### src/rtl/vga_fb_pkg.sv
// vga_fb_pkg: shared constants, register offsets and state type for the frame-buffer controller
package vga_fb_pkg;
  localparam int SCREEN_W = 160;
  localparam int SCREEN_H = 120;
  localparam logic [7:0] OFF_X    = 8'd0;
  localparam logic [7:0] OFF_Y    = 8'd1;
  localparam logic [7:0] OFF_PIX  = 8'd2;
  localparam logic [7:0] OFF_COL1 = 8'd3;
  localparam logic [7:0] OFF_COL0 = 8'd4;
  localparam logic [7:0] OFF_CMD  = 8'd5;
  localparam logic [15:0] RESET_COLOURS = 16'h00FF;
  typedef enum logic {IDLE, CLEAR} state_t;
endpackage

### src/rtl/vga_fb_cursor.sv
// vga_fb_cursor: X/Y raster position with clamped loads, raster-order increment and last-pixel flag
module vga_fb_cursor #(
  parameter int W = vga_fb_pkg::SCREEN_W,
  parameter int H = vga_fb_pkg::SCREEN_H
) (
  input  logic       CLK,
  input  logic       RESET,
  input  logic       i_clr,
  input  logic       i_ld_x,
  input  logic       i_ld_y,
  input  logic [7:0] i_data,
  input  logic       i_inc,
  output logic [7:0] o_x,
  output logic [6:0] o_y,
  output logic [7:0] o_nx,
  output logic [6:0] o_ny,
  output logic       o_last
);
  localparam logic [7:0] X_MAX = 8'(W - 1);
  localparam logic [6:0] Y_MAX = 7'(H - 1);
  logic [7:0] r_x;
  logic [6:0] r_y;
  logic [7:0] w_ld_x;
  logic [6:0] w_ld_y;
  logic       w_x_end;
  // Out-of-range loads snap to 0; successor wraps X then Y in raster order
  always_comb begin
    w_x_end = r_x == X_MAX;
    w_ld_x  = i_data >= 8'(W) ? 8'd0 : i_data;
    w_ld_y  = i_data[6:0] >= 7'(H) ? 7'd0 : i_data[6:0];
    o_nx    = w_x_end ? 8'd0 : r_x + 8'd1;
    o_ny    = !w_x_end ? r_y : (r_y == Y_MAX ? 7'd0 : r_y + 7'd1);
    o_last  = w_x_end && r_y == Y_MAX;
  end
  // Position register: clear beats load beats increment
  always_ff @(posedge CLK) begin
    if (RESET || i_clr) begin
      r_x <= 8'd0;
      r_y <= 7'd0;
    end else begin
      r_x <= i_ld_x ? w_ld_x : (i_inc ? o_nx : r_x);
      r_y <= i_ld_y ? w_ld_y : (i_inc ? o_ny : r_y);
    end
  end
  assign o_x = r_x;
  assign o_y = r_y;
endmodule

### src/rtl/vga_fb_controller.sv
// vga_fb_controller: bus register decode, clear/fill sweep and frame-buffer write-port arbitration
module vga_fb_controller #(
  parameter logic [7:0] BASE_ADDR = 8'hB0,
  parameter int SCREEN_W = vga_fb_pkg::SCREEN_W,
  parameter int SCREEN_H = vga_fb_pkg::SCREEN_H
) (
  input  logic        CLK,
  input  logic        RESET,
  input  logic [7:0]  BUS_ADDR,
  input  logic [7:0]  BUS_DATA,
  input  logic        BUS_WE,
  output logic [14:0] FB_ADDR,
  output logic        FB_DATA,
  output logic        FB_WE,
  output logic [15:0] CONFIG_COLOURS,
  output logic        BUSY,
  output logic        CLR_DONE
);
  import vga_fb_pkg::*;
  state_t     r_state, w_next;
  logic       r_fill;
  logic [7:0] w_off;
  logic       w_ld_x, w_ld_y, w_pix, w_start, w_step, w_done;
  logic [7:0] w_cur_x, w_cur_nx, w_swp_x, w_swp_nx;
  logic [6:0] w_cur_y, w_cur_ny, w_swp_y, w_swp_ny;
  logic       w_cur_last, w_swp_last, w_unused;

  vga_fb_cursor #(.W(SCREEN_W), .H(SCREEN_H)) u_cur (
    .CLK(CLK), .RESET(RESET), .i_clr(1'b0), .i_ld_x(w_ld_x), .i_ld_y(w_ld_y),
    .i_data(BUS_DATA), .i_inc(w_pix), .o_x(w_cur_x), .o_y(w_cur_y),
    .o_nx(w_cur_nx), .o_ny(w_cur_ny), .o_last(w_cur_last)
  );

  // Sweep counter holds the last address the clear engine issued
  vga_fb_cursor #(.W(SCREEN_W), .H(SCREEN_H)) u_swp (
    .CLK(CLK), .RESET(RESET), .i_clr(w_start), .i_ld_x(1'b0), .i_ld_y(1'b0),
    .i_data(8'd0), .i_inc(w_step), .o_x(w_swp_x), .o_y(w_swp_y),
    .o_nx(w_swp_nx), .o_ny(w_swp_ny), .o_last(w_swp_last)
  );

  assign w_unused = ^{w_cur_nx, w_cur_ny, w_cur_last, w_swp_x, w_swp_y};

  // Decode the bus write and decide who owns the frame-buffer port this cycle
  always_comb begin
    w_off   = BUS_ADDR - BASE_ADDR;
    w_ld_x  = BUS_WE && w_off == OFF_X;
    w_ld_y  = BUS_WE && w_off == OFF_Y;
    w_pix   = BUS_WE && w_off == OFF_PIX;
    w_start = BUS_WE && w_off == OFF_CMD && BUS_DATA[0] && r_state == IDLE;
    w_step  = r_state == CLEAR && !w_swp_last && !w_pix;
    w_done  = r_state == CLEAR && w_swp_last;
    w_next  = r_state;
    if (w_start) w_next = CLEAR;
    if (w_done) w_next = IDLE;
  end

  // State register
  always_ff @(posedge CLK) begin
    r_state <= RESET ? IDLE : w_next;
  end

  // Registered write port, colours and status; the start command issues pixel 0 directly
  always_ff @(posedge CLK) begin
    if (RESET) begin
      FB_ADDR        <= 15'd0;
      FB_DATA        <= 1'b0;
      FB_WE          <= 1'b0;
      CONFIG_COLOURS <= RESET_COLOURS;
      BUSY           <= 1'b0;
      CLR_DONE       <= 1'b0;
      r_fill         <= 1'b0;
    end else begin
      FB_WE               <= w_pix || w_start || w_step;
      FB_ADDR             <= w_pix ? {w_cur_y, w_cur_x} : (w_step ? {w_swp_ny, w_swp_nx} : 15'd0);
      FB_DATA             <= w_pix ? BUS_DATA[0] : (w_start ? BUS_DATA[1] : w_step && r_fill);
      r_fill              <= w_start ? BUS_DATA[1] : r_fill;
      CONFIG_COLOURS[7:0] <= BUS_WE && w_off == OFF_COL1 ? BUS_DATA : CONFIG_COLOURS[7:0];
      CONFIG_COLOURS[15:8] <= BUS_WE && w_off == OFF_COL0 ? BUS_DATA : CONFIG_COLOURS[15:8];
      BUSY                <= w_next == CLEAR;
      CLR_DONE            <= w_done;
    end
  end
endmodule
### config.mk
export PLATFORM = sky130hd
export DESIGN_NAME = vga_fb_controller
export DESIGN_NICKNAME = d
export VERILOG_FILES = /design/src/rtl/vga_fb_pkg.sv /design/src/rtl/vga_fb_cursor.sv /design/src/rtl/vga_fb_controller.sv
export SDC_FILE = /design/constraint.sdc
export NUM_CORES = 1
export LEC_CHECK = 0
export ABC_AREA = 1
export ABC_CLOCK_PERIOD_IN_PS = 4000
export BUFFER_PORTS_ARGS = -buffer_cell sky130_fd_sc_hd__buf_2
export CAP_MARGIN = 20
export CORE_ASPECT_RATIO = 2
export CORE_MARGIN = 3
export CORE_UTILIZATION = 25
export CTS_CLUSTER_SIZE = 28
export DETAILED_ROUTE_END_ITERATION = 16
export PLACE_DENSITY = 0.49
export SETUP_SLACK_MARGIN = 0.4
export SKIP_LAST_GASP = 1
export SLEW_MARGIN = 20
export SYNTH_ARGS = -nofsm -noshare
export SYNTH_HDL_FRONTEND = slang
export SYNTH_HIERARCHICAL = 1
export SYNTH_SLANG_ARGS = --single-unit
### constraint.sdc
create_clock -name CLK -period 4 [get_ports CLK]
set_input_delay 0.6 -clock CLK [delete_from_list [all_inputs] [get_ports CLK]]
set_output_delay 0.6 -clock CLK [all_outputs]
set_load 0.02 [all_outputs]
==> results.toml, run 1 <==
[placement]
pre_cts_ws_ns = 1.433
gp_congestion = 0.8348
hpwl_um = 9183
portBuffers = 53

[detailed_routing]
initialDrtViolationCount = 156
vias = 3673
drt-total-wl_um = 11370
detail_route.first_pass.iterations = 4
ant_nets = 0
wl_per_cell_um = 14.19
drc = 0
vias_per_cell = 4.586

[power_and_ir_drop]
leakage_uw = 0.002037
total_power_uw = 1535
peakVddDrop_uv = 152.2
powerDensity_nw_per_um2 = 333.2

[cts]
cts_hold_buffers = 0
insertion_delay_ns = 0.33
tritoncts = "yes"
cts-root-buf = "clkbuf_16"
cts_setup_buffers = 0
cts_htree_levels = 3
cts_num_sinks = 66
numCtsBuffers = 9
clock_path_buffers = 2
cts_resized = 0
cts.clk_slew.worst_paths_ns = 0.06

[critical_path]
critPathArrivalTime_ns = 2.80
r2r_end = "u_swp/o_x[2]$_SDFFE_PP0P_"
critPathMaxFanout = 18
setup.worst_path.start = "u_swp/o_x[0]$_SDFFE_PP0P_"
worstSetupPathType = "reg2reg"
rr_startpoint = "u_swp/o_x[0]$_SDFFE_PP0P_"
ff2ff_path_depth = 14
crit_required_ns = 4.20
cp-end-kind = "flip-flop"
startpoint_type = "flip-flop"
r2r_slack_ns = 1.40

[timing]
fmax_ghz = 0.3846
finalHoldViolations = 0
fin_ws_ns = 1.400
timing.final.max_slew_violations = 0
fin_tns_setup_ns = 0
rsz0062_at_grt = "false"
finalSetupViolations = 0
slew_headroom_pct = 55.65
tightest_slew_ns = 0.6628
period_needed_ns = 2.600
finClkSkew_ns = 0.007187
finalCritPeriodShare_pct = 65.00

[worst_hold_path]
hold_depth = 2
hold_start = "CONFIG_COLOURS[13]$_SDFFE_PP0P_"
min_to = "CONFIG_COLOURS[13]$_SDFFE_PP0P_"
hp-class = "reg2reg"

[grt]
grt_usage_pct = 14.25
grt_pass1_wl_um = 18800
grt_overflow = 0
grt_max_degree = 29
grt_pass1_vias = 3672
antenna_found_initial = 0

[synth]
avgSynthCellArea_um2 = 7.259
yosysWarnings = 6
synthCells = 525
synth_area_um2 = 3811

[run]
drv_cap = 0

[finish]
syn_to_final_growth_pct = 20.88
diodes = 0
layout-drive-gt1-share_pct = 23.27
layout.nets = 624

[floorplan]
ios = 54
core-area_um2 = 14900
die_h_um = 180.6
die-area_um2 = 16850
std_cell_rows = 63
start_util_pct = 25.58
die_x_um = 93.31

[run_status]
status = "complete, no violations"
[state kept, by name, summed over array words and instances (netlist names)]
name	flops
r_fill	1
BUSY	1
u_cur/o_x	8
CONFIG_COLOURS	16
u_cur/o_y	7
FB_DATA	1
u_swp/o_y	7
FB_WE	1
u_swp/o_x	8
CLR_DONE	1
FB_ADDR	15
[placed cells by master (no fill, tap or decap), drive strengths merged]
cell / n
dfxtp: 66
and2: 1
o2111ai: 2
xnor2: 2
a31oi: 14
buf: 54
nor4: 1
inv: 85
or2: 2
clkbuf: 14
nor3: 3
clkinv: 4
nand4: 13
o21ai: 38
and3: 1
nand2: 110
a21oi: 27
a32oi: 10
a21o: 2
a211oi: 4
a21boi: 2
nor2: 51
o211ai: 1
conb: 26
nand3b: 3
nand3: 58
xor2: 6
ha: 4
o21bai: 2
[how the worst max path moves through the flow]
stage | endpoint | cells after the start
2_1_floorplan | u_swp/o_x[2]$_SDFFE_PP0P_ | 16
3_3_place_gp | u_swp/o_x[2]$_SDFFE_PP0P_ | 14
3_5_place_dp | u_swp/o_x[2]$_SDFFE_PP0P_ | 14
4_1_cts | u_swp/o_x[2]$_SDFFE_PP0P_ | 14
5_1_grt | u_swp/o_x[7]$_SDFFE_PP0P_ | 14
6_report | u_swp/o_x[2]$_SDFFE_PP0P_ | 14
[layer usage]
metal	vias to the layer above	share of wire (%)	global-route usage, %
met4	0	3.5	7.046
met3	27	2.7	2.382
met2	69	59	28.06
li1	1862	-	-
met1	1715	34	13.51
met5	-	0	0
[metrics by stage]
step	instances	hold slack, ns	cell area [um2]	utilization (%)
2_1_floorplan	550	0.4341	3905	-
3_3_place_gp	785	0.4333	4323	29.02
3_5_place_dp	785	0.4382	4323	29.02
4_1_cts	801	0.4469	4607	30.92
5_1_grt	801	0.4630	4607	30.92
6_report	801	0.4447	4607	30.92
[where the power goes]
part	internal, uW	switching, uW
Sequential	667	10.8
Clock	469	282
Combinational	31.9	74.3
Total	1170	367
[cell type report]
type | instances | area, um2
Clock buffer | 14 | 274.0
Multi-Input combinational cell | 383 | 2153
Sequential cell | 66 | 1321
Inverter | 87 | 331.6
Fill cell | 1625 | 10290
Tap cell | 195 | 244.0
Timing Repair Buffer | 54 | 272.8
Clock inverter | 2 | 10.01
[critical path, stage by stage, from the launching register on]
cell and delay, ns:
dfxtp_1 0.37, ha_1 0.18, nand2_1 0.08, inv_2 0.09, nand2_4 0.07, nor2_8 0.23, nand3_2 0.14, inv_1 0.12
nor2_1 0.06, nand2_1 0.09, inv_2 0.16, nor2_1 0.47, inv_1 0.14, o21ai_0 0.17, a211oi_1 0.07
Note: power is estimated with default switching activity, not from simulation.
==> run 2: changes to the inputs <==
--- a/config.mk
+++ b/config.mk
@@ -5,8 +5,8 @@
 export SDC_FILE = /design/constraint.sdc
 export NUM_CORES = 1
 export LEC_CHECK = 0
-export ABC_AREA = 1
-export ABC_CLOCK_PERIOD_IN_PS = 4000
+export ABC_AREA = 0
+export ABC_CLOCK_PERIOD_IN_PS = 2700
 export BUFFER_PORTS_ARGS = -buffer_cell sky130_fd_sc_hd__buf_2
 export CAP_MARGIN = 20
 export CORE_ASPECT_RATIO = 2
==> constraint.sdc (replaced) <==
create_clock -name CLK -period 2.7 [get_ports CLK]
set_input_delay 0.405 -clock CLK [delete_from_list [all_inputs] [get_ports CLK]]
set_output_delay 0.405 -clock CLK [all_outputs]
set_load 0.02 [all_outputs]
==> run 2 against run 1 <==
Against the previous run:
- clock power rose by 80%
- final cell count fell by 14%
- total power rose by 62%
- clock-buffer cell count down 1
- area after synthesis is 5.3% lower
- critical path depth shrank 3
- first-iteration DRC count shrank 30%
- global-route usage down 1.1 points
- critical endpoint is now u_swp/o_y[3]$_SDFFE_PP0P_
==> results.toml, run 2 <==
[timing]
finalHoldViolations = 0
fin_tns_setup_ns = 0
fmax_ghz = 0.4521
rsz0062_at_grt = "true"
slew_headroom_pct = 54.97
tightest_slew_ns = 0.6732
finalCritPeriodShare_pct = 81.92
timing.final.max_slew_violations = 0
period_needed_ns = 2.212
finClkSkew_ns = 0.007452
finalSetupViolations = 0

[detailed_routing]
wl_per_cell_um = 14.99
drc = 0
drt-total-wl_um = 10300
vias_per_cell = 4.817
vias = 3309
initialDrtViolationCount = 109
detail_route.first_pass.iterations = 6
ant_nets = 0

[synth]
synthCells = 408
synth_area_um2 = 3610
avgSynthCellArea_um2 = 8.847
yosysWarnings = 6

[finish]
multi_input_area_um2 = 2257
layout-drive-gt1-share_pct = 24.10
ff_latch_area_um2 = 1330
layout.nets = 516
mostFrequentLayoutCells = "dfxtp_1 (63), buf_2 (54), nand2_1 (40)"
top_register = "CONFIG_COLOURS"
diodes = 0
stdcell_area_um2 = 4604
n_fill_cell = 1505
syn_to_final_growth_pct = 27.56
reg_top3 = "CONFIG_COLOURS: 16 flops, FB_ADDR: 15 flops"
final_common_cell = "dfxtp_1"
largest_reg_flops = 16

[power_and_ir_drop]
peakVddDrop_uv = 214.7
powerDensity_nw_per_um2 = 540.3
total_power_uw = 2488
leakage_uw = 0.001962

[run_status]
status = "complete, no violations"

[cts]
insertion_delay_ns = 0.33
numCtsBuffers = 9
cts.clk_slew.worst_paths_ns = 0.06
tritoncts = "yes"
cts_htree_levels = 3
cts-root-buf = "clkbuf_16"
cts_num_sinks = 66
clock_path_buffers = 2

[floorplan]
ios = 54
die_x_um = 90.97
die-area_um2 = 16000
die_h_um = 175.9
core-area_um2 = 14040
start_util_pct = 25.70
std_cell_rows = 61

[grt]
antenna_found_initial = 0
grt_util_met2_pct = 26.30
grt_usage_pct = 13.15
grt_use_met3_pct = 2.175
grt_overflow = 0
grtUsageMet1_pct = 12.07
grt-busiest-layer = "met2"
grt_max_degree = 24
grt_pass1_wl_um = 16860
grt_pass1_vias = 3318

[critical_path]
crit_chain = "ha_4, and4bb_2, and2_4, and3_4, nand2b_4, nor2_4, buf_6, and3_1, nand3_1, mux2i_1, o21ai_0"
worstSetupPathType = "reg2reg"
startpoint_type = "flip-flop"
critPathBufInv = 1
critPathArrivalTime_ns = 2.43
cp_top_family = "simple AND/OR/NAND/NOR gates"
critPathMaxFanout = 8
crit_required_ns = 2.92
cp-end-kind = "flip-flop"
critPathSlowestCell = "dfxtp_4"
slowest_delay_ns = 0.36

[placement]
gp_congestion = 0.8589
hpwl_um = 7825
portBuffers = 53
dpl_cell_area_um2 = 4139

[worst_hold_path]
hp-class = "in2reg"

[run]
drv_cap = 0
[run 2: through the flow]
| stage | setup WS, ns | cells | util, % | hold WS (ns) |
|---|---|---|---|---|
| 3_3_place_gp | 0.4033 | 660 | 29.47 | 0.4490 |
| 5_1_grt | 0.3874 | 687 | 32.79 | 0.4047 |
| 2_1_floorplan | 0.3887 | 440 | - | 0.4435 |
| 6_report | 0.4881 | 687 | 32.79 | 0.3908 |
| 4_1_cts | 0.4113 | 679 | 32.18 | 0.3875 |
| 3_5_place_dp | 0.3552 | 660 | 29.47 | 0.4550 |
[run 2: what timing repair did]
action / 4_1_cts / 5_1_grt
gates resized for setup: 3 / 7
buffers inserted: 2 / 8
pin swaps: 0 / 6
gates cloned: 1 / 0
setup endpoints to repair: 4 / 24
endpoints found under the hold margin: 0 / 0
hold buffers: 0 / 0
[run 2: layer usage]
metal | routed length (um) | share of wire [%] | vias up
met4 | 434 | 4.2 | 0
met5 | 0 | 0 | -
li1 | - | - | 1624
met1 | 3596 | 35 | 1554
met3 | 363 | 3.5 | 31
met2 | 5904 | 57 | 100
[run 2: worst min-delay path: cells and delay by family]
kind	cells	cell delay, ns
buf+inv	1	0.14
mux	1	0.08
simple gates	1	0.06
[run 2: path summary, 6_finish.rpt]
kind | start | to | slack [ns] | cells after the start
setup reg to reg | u_swp/o_x[0]$_SDFFE_PP0P_ | u_swp/o_y[3]$_SDFFE_PP0P_ | 0.49 | 11
setup / recovery | u_swp/o_x[0]$_SDFFE_PP0P_ | u_swp/o_y[3]$_SDFFE_PP0P_ | 0.49 | 11
hold / removal | BUS_DATA[6] | CONFIG_COLOURS[6]$_SDFFE_PP1P_ | 0.39 | 3
hold reg to reg | CONFIG_COLOURS[0]$_SDFFE_PP1P_ | CONFIG_COLOURS[0]$_SDFFE_PP1P_ | 0.47 | 2
[run 2: where the power goes]
group	internal (uW)	switching (uW)	total, uW
Sequential	986	21.7	1010
Clock	915	431	1350
Combinational	53.7	79.7	133
[run 2: final cells by class]
cell class | count | area share, %
clock buffers | 13 | 6.114
well taps | 189 | 5.136
multi-input cells | 338 | 49.02
repair buffers | 72 | 8.886
clock inverters | 3 | 1.467
inverters | 6 | 0.4891
flip-flops and latches | 66 | 28.89
==> run 3: changes to the inputs <==
--- a/config.mk
+++ b/config.mk
@@ -6,7 +6,7 @@
 export NUM_CORES = 1
 export LEC_CHECK = 0
 export ABC_AREA = 0
-export ABC_CLOCK_PERIOD_IN_PS = 2700
+export ABC_CLOCK_PERIOD_IN_PS = 2000
 export BUFFER_PORTS_ARGS = -buffer_cell sky130_fd_sc_hd__buf_2
 export CAP_MARGIN = 20
 export CORE_ASPECT_RATIO = 2
@@ -14,7 +14,7 @@
 export CORE_UTILIZATION = 25
 export CTS_CLUSTER_SIZE = 28
 export DETAILED_ROUTE_END_ITERATION = 16
-export PLACE_DENSITY = 0.49
+export PLACE_DENSITY = 0.51
 export SETUP_SLACK_MARGIN = 0.4
 export SKIP_LAST_GASP = 1
 export SLEW_MARGIN = 20
==> constraint.sdc (replaced) <==
create_clock -name CLK -period 2 [get_ports CLK]
set_input_delay 0.3 -clock CLK [delete_from_list [all_inputs] [get_ports CLK]]
set_output_delay 0.3 -clock CLK [all_outputs]
set_load 0.02 [all_outputs]
==> run 3 against run 2 <==
Against the previous run:
- first-iteration DRC count decreased by 16%
- total power increased by 28%
- sequential power increased by 33%
- sequential cell count unchanged
- highest routed layer unchanged
- non-clock buffer count increased by 32
- clock-buffer cell count decreased by 3
- final cell count increased by 4.7%
- the run now ends with negative setup slack left
==> results.toml, run 3 (synthesis gave the netlist of run 2 again) <==
[run_status]
status = "finished, violations left"
violations = "negative setup slack"

[grt]
grt_pass1_wl_um = 17020
grt_overflow = 0
grt_pass1_vias = 3369
grt_usage_pct = 13.65
grt_max_degree = 17
antenna_found_initial = 0

[finish]
diodes = 0
top_register = "CONFIG_COLOURS"
layout-drive-gt1-share_pct = 34.53
layout.nets = 548
mostFrequentLayoutCells = "dfxtp_1 (57), buf_2 (53), buf_4 (45)"
syn_to_final_growth_pct = 38.30
fin_util_pct = 35.55
reg_top3 = "CONFIG_COLOURS: 16 flops, FB_ADDR: 15 flops"
stdcell_area_um2 = 4992
largest_reg_flops = 16
final_common_cell = "dfxtp_1"

[timing]
period_needed_ns = 2.083
fin_ws_ns = -0.08253
hold_slack_ns = 0.2894
finalHoldViolations = 0
finalCritPeriodShare_pct = 104.1
timing.final.max_slew_violations = 0
finalSetupViolations = 11
rsz0062_at_grt = "true"
finClkSkew_ns = 0.009889
fmax_ghz = 0.4802

[power_and_ir_drop]
peakVddDrop_uv = 482.1
leakage_uw = 0.002140
powerDensity_nw_per_um2 = 636.1
total_power_uw = 3176

[critical_path]
startpoint_type = "flip-flop"
cp-end-kind = "flip-flop"
crit_required_ns = 2.22
critPathArrivalTime_ns = 2.30
worstSetupPathType = "reg2reg"
ff2ff_path_depth = 12
critPathMaxFanout = 7

[floorplan]
die_x_um = 90.97
std_cell_rows = 61
die-area_um2 = 16000
die_h_um = 175.9
start_util_pct = 25.70
ios = 54
core-area_um2 = 14040

[cts]
tritoncts = "yes"
cts_htree_levels = 3
insertion_delay_ns = 0.33
cts.clk_slew.worst_paths_ns = 0.06
clock_path_buffers = 2
cts-root-buf = "clkbuf_16"
numCtsBuffers = 9
cts_num_sinks = 66

[detailed_routing]
vias = 3365
wl_per_cell_um = 15.13
detail_route.first_pass.iterations = 4
initialDrtViolationCount = 92
drt-total-wl_um = 10880
drc = 0
vias_per_cell = 4.680
ant_nets = 0

[worst_hold_path]
hp-class = "in2reg"
hold_depth = 3

[run]
drv_cap = 0

[placement]
hpwl_um = 8449
portBuffers = 53
gp_congestion = 0.8508
dpl_cell_area_um2 = 4432
-- run 3: cell count changes in the layout (fill, tap and decap cells not counted), moves of 3 or more --
| cell | previous run | this run |
|---|---|---|
| buf_4 | 17 | 45 |
| dfxtp_1 | 63 | 57 |
| a221oi_1 | 6 | 1 |
| a221oi_2 | 0 | 5 |
| dfxtp_2 | 1 | 5 |
| o21ai_0 | 15 | 12 |
| o21ai_1 | 1 | 4 |
-- run 3: final timing paths --
path	startpoint	end	slack, ns
setup reg to reg	u_swp/o_x[1]$_SDFFE_PP0P_	u_swp/o_x[0]$_SDFFE_PP0P_	-0.08
hold reg to reg	CONFIG_COLOURS[0]$_SDFFE_PP1P_	CONFIG_COLOURS[0]$_SDFFE_PP1P_	0.46
setup / recovery	u_swp/o_x[1]$_SDFFE_PP0P_	u_swp/o_x[0]$_SDFFE_PP0P_	-0.08
hold / removal	BUS_DATA[7]	CONFIG_COLOURS[7]$_SDFFE_PP1P_	0.29
-- run 3: worst max-delay path: stages (launching register included) --
cell,delay (ns)
dfxtp_4,0.36
ha_4,0.12
and4bb_2,0.25
and2_4,0.15
and3_4,0.17
nand2b_4,0.13
nor2_4,0.04
buf_6,0.12
clkbuf_16,0.15
nor2b_4,0.12
a21oi_2,0.15
a2bb2oi_1,0.16
nor2_1,0.05
-- run 3: where the power goes --
group	switching [uW]	total, uW	internal, uW	leakage, uW
logic	143	239	96.2	0.00146
clock network	601	1600	999	0.000145
registers	9.53	1340	1330	0.000540
total	753	3180	2420	0.00214
-- run 3: metal layers --
layer	vias to the layer above	share of wire (%)	global-route usage, %
met5	-	0	0
met4	0	4.7	8.123
met3	23	2.9	2.345
met2	69	58	27.13
met1	1583	35	12.52
li1	1690	-	-
-- run 3: through the flow --
stage                     setup TNS, ns  std cells  setup slack (ns)
after global placement          -0.8632        690           -0.1403
after global routing             -2.643        719           -0.1815
after floorplan                  -2.953        440           -0.3112
after detailed placement         -1.242        690           -0.2284
final                           -0.4798        719          -0.08253
after CTS                       -0.3025        712          -0.05846
-- run 3: area by class of cell --
cell class	count	area, um2
clock inverter	6	65.06
timing repair buffer	104	701.9
clock buffer	10	239.0
fill	1511	9051
inverter	6	25.02
multi-input combinational	338	2382
sequential	66	1343
tap	189	236.5
-- run 3: timing repair --
| item | 4_1_cts | 5_1_grt |
|---|---|---|
| hold buffers | 0 | 0 |
| setup buffers | 6 | 6 |
| pin swaps | 3 | 20 |
| gates resized for setup | 14 | 27 |
| endpoints found under the setup margin | 40 | 43 |
| cloned | 0 | 1 |
